[config.mk]
export PLATFORM = sky130hd
export DESIGN_NAME = fetch_queue
export DESIGN_NICKNAME = d
export VERILOG_FILES = /design/src/rtl/fetch_queue.sv
export SDC_FILE = /design/constraint.sdc
export NUM_CORES = 1
export LEC_CHECK = 0
export BUFFER_PORTS_ARGS = -buffer_cell sky130_fd_sc_hd__clkbuf_2
export CAP_MARGIN = 10
export CORE_MARGIN = 2
export CORE_UTILIZATION = 40
export DETAILED_ROUTE_END_ITERATION = 16
export PLACE_DENSITY_LB_ADDON = 0.1
export SYNTH_ARGS = -nofsm -noshare
export SYNTH_HDL_FRONTEND = slang
export SYNTH_SLANG_ARGS = --single-unit
[constraint.sdc]
create_clock -name i_clk -period 7.2 [get_ports i_clk]
set_input_delay 1.08 -clock i_clk [delete_from_list [all_inputs] [get_ports i_clk]]
set_output_delay 1.08 -clock i_clk [all_outputs]
set_load 0.03 [all_outputs]
[src/rtl/fetch_queue.sv]
// fetch_queue
// -----------
// Decoupling FIFO between fetch and decode. Each entry carries one fetched
// instruction plus its branch-prediction metadata (pc, pc+4, predicted
// target, BTB way, predicted-taken). Entries leave in program order.
// A branch-misprediction flush drops every entry on the next edge.
//
// Optional feature (macro FETCH_QUEUE_BYPASS_EN):
//   When defined, an empty queue forwards a pushed entry straight to the
//   head outputs in the same cycle. If decode pops it in that cycle, the
//   entry is consumed and never stored.
//
// Ports:
//   i_clk                  clock, rising edge
//   i_arst                 asynchronous active-low reset
//   i_push                 fetch offers an instruction this cycle
//   i_instruction          fetched instruction
//   i_pc / i_pc_plus4      pc and pc+4 of the instruction
//   i_pc_target_addr_pred  predicted branch target
//   i_btb_way              BTB way of the prediction
//   i_branch_taken_pred    predicted taken
//   i_pop                  decode consumes the head entry this cycle
//   i_flush                branch misprediction, discard all entries
//   o_full                 queue holds DEPTH entries (registered only)
//   o_valid                head entry available
//   o_instruction ..       head entry fields, 0 when o_valid is 0
//   o_branch_taken_pred
//   o_count                occupancy
//
// Handshake: a push transfers when i_push && !o_full && !i_flush; a pop
// transfers when i_pop && o_valid && !i_flush. A push offered while o_full
// is dropped, so fetch must hold its pc until o_full falls. i_flush
// overrides both sides in the same cycle.

module fetch_queue #(
    parameter int ADDR_WIDTH  = 64,
    parameter int INSTR_WIDTH = 32,
    parameter int DEPTH       = 4
) (
    input  logic                     i_clk,
    input  logic                     i_arst,
    input  logic                     i_push,
    input  logic [INSTR_WIDTH-1:0]   i_instruction,
    input  logic [ADDR_WIDTH-1:0]    i_pc,
    input  logic [ADDR_WIDTH-1:0]    i_pc_plus4,
    input  logic [ADDR_WIDTH-1:0]    i_pc_target_addr_pred,
    input  logic [1:0]               i_btb_way,
    input  logic                     i_branch_taken_pred,
    input  logic                     i_pop,
    input  logic                     i_flush,
    output logic                     o_full,
    output logic                     o_valid,
    output logic [INSTR_WIDTH-1:0]   o_instruction,
    output logic [ADDR_WIDTH-1:0]    o_pc,
    output logic [ADDR_WIDTH-1:0]    o_pc_plus4,
    output logic [ADDR_WIDTH-1:0]    o_pc_target_addr_pred,
    output logic [1:0]               o_btb_way,
    output logic                     o_branch_taken_pred,
    output logic [$clog2(DEPTH):0]   o_count
);

    localparam int PTR_W = $clog2(DEPTH);
    localparam int CNT_W = PTR_W + 1;
    localparam logic [CNT_W-1:0] FULL_COUNT = CNT_W'(DEPTH);

    typedef struct packed {
        logic [INSTR_WIDTH-1:0] instruction;
        logic [ADDR_WIDTH-1:0]  pc;
        logic [ADDR_WIDTH-1:0]  pc_plus4;
        logic [ADDR_WIDTH-1:0]  target;
        logic [1:0]             btb_way;
        logic                   taken;
    } entry_t;

    entry_t               mem_q [DEPTH];
    logic [PTR_W-1:0]     wr_ptr_q, wr_ptr_d;
    logic [PTR_W-1:0]     rd_ptr_q, rd_ptr_d;
    logic [CNT_W-1:0]     count_q, count_d;

    entry_t               in_entry;
    entry_t               head_entry;
    logic                 empty;
    logic                 full;
    logic                 bypass_hit;
    logic                 push_acc;
    logic                 pop_acc;

    assign in_entry = '{instruction: i_instruction,
                        pc:          i_pc,
                        pc_plus4:    i_pc_plus4,
                        target:      i_pc_target_addr_pred,
                        btb_way:     i_btb_way,
                        taken:       i_branch_taken_pred};

    assign empty = (count_q == '0);
    assign full  = (count_q == FULL_COUNT);

`ifdef FETCH_QUEUE_BYPASS_EN
    // An empty queue with an incoming push presents that push at the head.
    // i_arst gates o_valid so outputs stay 0 while reset is held even if
    // fetch keeps pushing.
    assign bypass_hit = empty && i_push && !i_flush;
    assign o_valid    = (!empty || i_push) && !i_flush && i_arst;
    // Bypassed entry popped in the same cycle is never written.
    assign push_acc   = i_push && !full && !i_flush && !(bypass_hit && i_pop);
    assign head_entry = bypass_hit ? in_entry : mem_q[rd_ptr_q];
`else
    assign bypass_hit = 1'b0;
    assign o_valid    = !empty && !i_flush;
    assign push_acc   = i_push && !full && !i_flush;
    assign head_entry = mem_q[rd_ptr_q];
`endif

    // In bypass mode a pop of the forwarded entry leaves rd_ptr and count
    // alone, since that entry never entered storage.
    assign pop_acc = i_pop && o_valid && !i_flush && !bypass_hit;

    always_comb begin
        wr_ptr_d = wr_ptr_q;
        rd_ptr_d = rd_ptr_q;
        count_d  = count_q;
        if (i_flush) begin
            wr_ptr_d = '0;
            rd_ptr_d = '0;
            count_d  = '0;
        end else begin
            // DEPTH is a power of two, so natural pointer overflow wraps.
            if (push_acc) wr_ptr_d = wr_ptr_q + PTR_W'(1);
            if (pop_acc)  rd_ptr_d = rd_ptr_q + PTR_W'(1);
            case ({push_acc, pop_acc})
                2'b10:   count_d = count_q + CNT_W'(1);
                2'b01:   count_d = count_q - CNT_W'(1);
                default: count_d = count_q;
            endcase
        end
    end

    always_ff @(posedge i_clk or negedge i_arst) begin
        if (!i_arst) begin
            wr_ptr_q <= '0;
            rd_ptr_q <= '0;
            count_q  <= '0;
        end else begin
            wr_ptr_q <= wr_ptr_d;
            rd_ptr_q <= rd_ptr_d;
            count_q  <= count_d;
        end
    end

    // Storage carries no reset; head outputs are masked by o_valid instead.
    always_ff @(posedge i_clk) begin
        if (push_acc) begin
            mem_q[wr_ptr_q] <= in_entry;
        end
    end

    assign o_full                = full;
    assign o_count               = count_q;
    assign o_instruction         = o_valid ? head_entry.instruction : '0;
    assign o_pc                  = o_valid ? head_entry.pc          : '0;
    assign o_pc_plus4            = o_valid ? head_entry.pc_plus4    : '0;
    assign o_pc_target_addr_pred = o_valid ? head_entry.target      : '0;
    assign o_btb_way             = o_valid ? head_entry.btb_way     : '0;
    assign o_branch_taken_pred   = o_valid ? head_entry.taken       : 1'b0;

endmodule

==> impl_metrics.toml <==
[timing]
fmax_mhz = 221
fin_worst_skew_ns = 0.0188
period_utilization_pct = 62.8
min_period_ns = 4.52
report.final.slew_viol_count = 0
totalNegativeSetupSlack_ns = 0
max_slew.worst_pin.slew_ns = 0.990
finalHoldViolations = 0
finalSetupViolations = 0
slew-limit-headroom_pct = 34.0
unrepaired_setup_endpoints_after_global_routing = "false"

[detailed_routing]
initialDrtViolationCount = 875
drt_pre_antenna_iters = 7
drt.antenna.violating_nets = 0
post-route-drc-count = 0
route.detailed.vias_per_inst = 4.98
postRouteWirelength_mm = 74.9
vias = 16100
drt-wirelength-per-cell_um = 23.1

[setup_path]
reg2reg_slack_ns = 3.94
critical_path_peak_fanout = 89
worst_path_dominant_cell_family = "flip-flops"
critical_path_capture_point_type = "primary output"
reg2regPathDepth = 4
critical_path_cell_sequence = "buf_12, mux4_2, and2_1, clkbuf_2"
timing.rr.end = "mem_q[1][113]"
critical_path.startpoint = "rd_ptr_q[0]"
timing.critical_path.slowest_stage_cell = "sky130_fd_sc_hd__dfrtp_4"
worstPathArrival_ns = 3.44
worstReg2RegStart = "o_count[0]"
worstSetupStartpointType = "register"
worst-path-buf-inv = 2
crit_path_end = "o_pc[12]"
timing_worst_setup_path_type = "register to primary output"
cp_slowest_stage_delay_ns = 0.91
crit_required_ns = 6.12
critical_path_cell_count = 4

[grt]
number_of_antenna_violations_at_the_first_check_in_global_routing = 15
grt_busiest_layer = "met2"
met2_usage_pct = 29.2
number_of_global_route_vias_before_repair = 17200
grt_first_pass_wirelength_mm = 111
global_route.overflow_total = 0
grtUsageTotal_pct = 16.8
grt.met1_usage_pct = 20.8
globalRouteMet3Util_pct = 4.07
grt_max_degree = 205

[cts]
root_buffer_cell = "sky130_fd_sc_hd__clkbuf_16"
clockBufferDepth = 3
ctsHtreeMaxLevel = 3
post_cts_resize_count = 0
cts_sinks = 915
path_clk_slew_ns = 0.06
cts_bufs_inserted = 97
postCtsSetupBuffers = 0
ctsHoldBuffers = 0
clk_latency_ns = 0.65
tritoncts = "built"

[synth]
ys_async_sr_fraction_pct = 0.765
synth_edf_count = 908
post_synth.cell_area_avg_um2 = 23.2
sequential_element_share_of_the_synthesized_area_pct = 78.7
synth_area_mm2 = 0.0349
distinct_cells_synth = 35
yosys.area.top_type = "sky130_fd_sc_hd__edfxtp_1"
yosys_warnings = 0
synth.top_cells.by_area = "sky130_fd_sc_hd__edfxtp_1 (78%), sky130_fd_sc_hd__mux4_2 (15%), sky130_fd_sc_hd__and2_1 (4.2%)"
ys_top_cells_by_count = "sky130_fd_sc_hd__edfxtp_1 (908), sky130_fd_sc_hd__and2_1 (232), sky130_fd_sc_hd__mux4_2 (227)"
ys.flop_type = "sky130_fd_sc_hd__edfxtp_1"
synthesis.instances = 1504
synth-seq-cells = 915
synth.most_common_cell = "sky130_fd_sc_hd__edfxtp_1"
syn_nets = 1741
yosys.area.top_type_share_pct = 78.2

[floorplan]
num_rows = 108
dieWidth_um = 299
initial_utilization_pct = 40.3
top_level_ports = 464
die_y_um = 299
dieArea_mm2 = 0.0896
core_region_area_mm2 = 0.0866

[placed_design]
placed_standard_cell_area_mm2 = 0.0384
io_buffers = 463
routabilityCongestion = 0.734
post_detail_place_hpwl_mm = 44.1

[final_layout]
layout-area-overhead-vs-synth_pct = 19.0
fillers = 7265
layout.cell_area.non_filler_mm2 = 0.0415
fin_nets = 2236
layout-drive-gt1-share_pct = 40.9

[pwr]
power_density_mw_per_mm2 = 300
leakagePower_uw = 0.0140
total_power_uw = 12500
max-vdd-ir-drop_mv = 0.229

[flow_run]
drv.max_cap_violation_count = 0

[worst_hold_path]
hold_path.class = "input pin to async pin"

[status]
result_of_the_run = "finished, final reports clean"
[sequential cells by signal, indices dropped and copies added (netlist names)]
| register | cells |
|---|---|
| o_count | 3 |
| wr_ptr_q | 2 |
| rd_ptr_q | 2 |
| mem_q | 908 |
[cell type report]
type / count / area [um2] / share of cell area [%]
Sequential cell: 915 / 27400 / 66.1
Multi-Input combinational cell: 502 / 6900 / 16.6
Clock buffer: 125 / 2600 / 6.26
Clock inverter: 53 / 504 / 1.21
Antenna cell: 5 / 12.5 / 0.0301
Inverter: 5 / 18.8 / 0.0452
Tap cell: 1155 / 1450 / 3.48
Timing Repair Buffer: 478 / 2580 / 6.22
[worst min path at each step]
stage | to | cells after the start | startpoint
final | o_count[0] | 1 | i_arst
after global routing | o_count[0] | 1 | i_arst
after CTS | o_count[0] | 1 | i_arst
after detailed placement | wr_ptr_q[0] | 2 | wr_ptr_q[0]
after global placement | wr_ptr_q[1] | 2 | wr_ptr_q[1]
after floorplan | wr_ptr_q[1] | 2 | wr_ptr_q[1]
[report_power, final]
part / switching [uW] / leakage [uW] / internal [uW]
clock network: 1990 / 0.00150 / 2830
logic: 914 / 0.00411 / 615
registers: 66.9 / 0.00834 / 6030
[worst register-to-register path: cells and delay by family, from the launching register on]
family	cells	cell delay, ns
buffers and inverters	1	0.53
flip-flops	1	0.63
AND/OR/NAND/NOR	3	1.52
[placed cells by master (no fill, tap or decap), types with 4 or more instances in the layout]
| master | count |
|---|---|
| sky130_fd_sc_hd__and2_1 | 228 |
| sky130_fd_sc_hd__and2_4 | 4 |
| sky130_fd_sc_hd__buf_12 | 12 |
| sky130_fd_sc_hd__bufinv_16 | 8 |
| sky130_fd_sc_hd__clkbuf_1 | 25 |
| sky130_fd_sc_hd__clkbuf_16 | 100 |
| sky130_fd_sc_hd__clkbuf_2 | 463 |
| sky130_fd_sc_hd__clkinv_1 | 17 |
| sky130_fd_sc_hd__clkinv_2 | 18 |
| sky130_fd_sc_hd__clkinvlp_4 | 6 |
| sky130_fd_sc_hd__dfrtp_1 | 5 |
| sky130_fd_sc_hd__diode_2 | 5 |
| sky130_fd_sc_hd__edfxtp_1 | 908 |
| sky130_fd_sc_hd__ha_1 | 4 |
| sky130_fd_sc_hd__inv_1 | 5 |
| sky130_fd_sc_hd__mux4_2 | 227 |
| sky130_fd_sc_hd__nor2_1 | 4 |
| sky130_fd_sc_hd__o21ai_0 | 4 |
[through the flow]
step                utilization (%)  cells  setup slack (ns)  hold WS [ns]
global placement               44.3   3055              3.17         0.584
CTS                            47.9   3233              2.51         0.208
finish                         47.9   3238              2.68         0.260
global route                   47.9   3236              2.37         0.238
floorplan                         -   1504              2.39         0.561
detailed placement             44.3   3055              3.09         0.615
[per-layer routing]
metal,vias to the layer above,share of wire (%)
met1,8409,40
met3,109,5.7
met5,-,0.16
met4,18,2.1
met2,377,52
li1,7199,-
[logic make-up after synthesis]
group / Yosys count / share of synthesized area, %
compound gates: 17 / 0.323
buf+inv: 87 / 1.62
simple gates: 249 / 4.44
flops: 915 / 78.7
mux: 228 / 14.7
xor+xnor: 3 / 0.0753
fa+ha+maj: 5 / 0.201
Power figures use the tool's default switching activity.
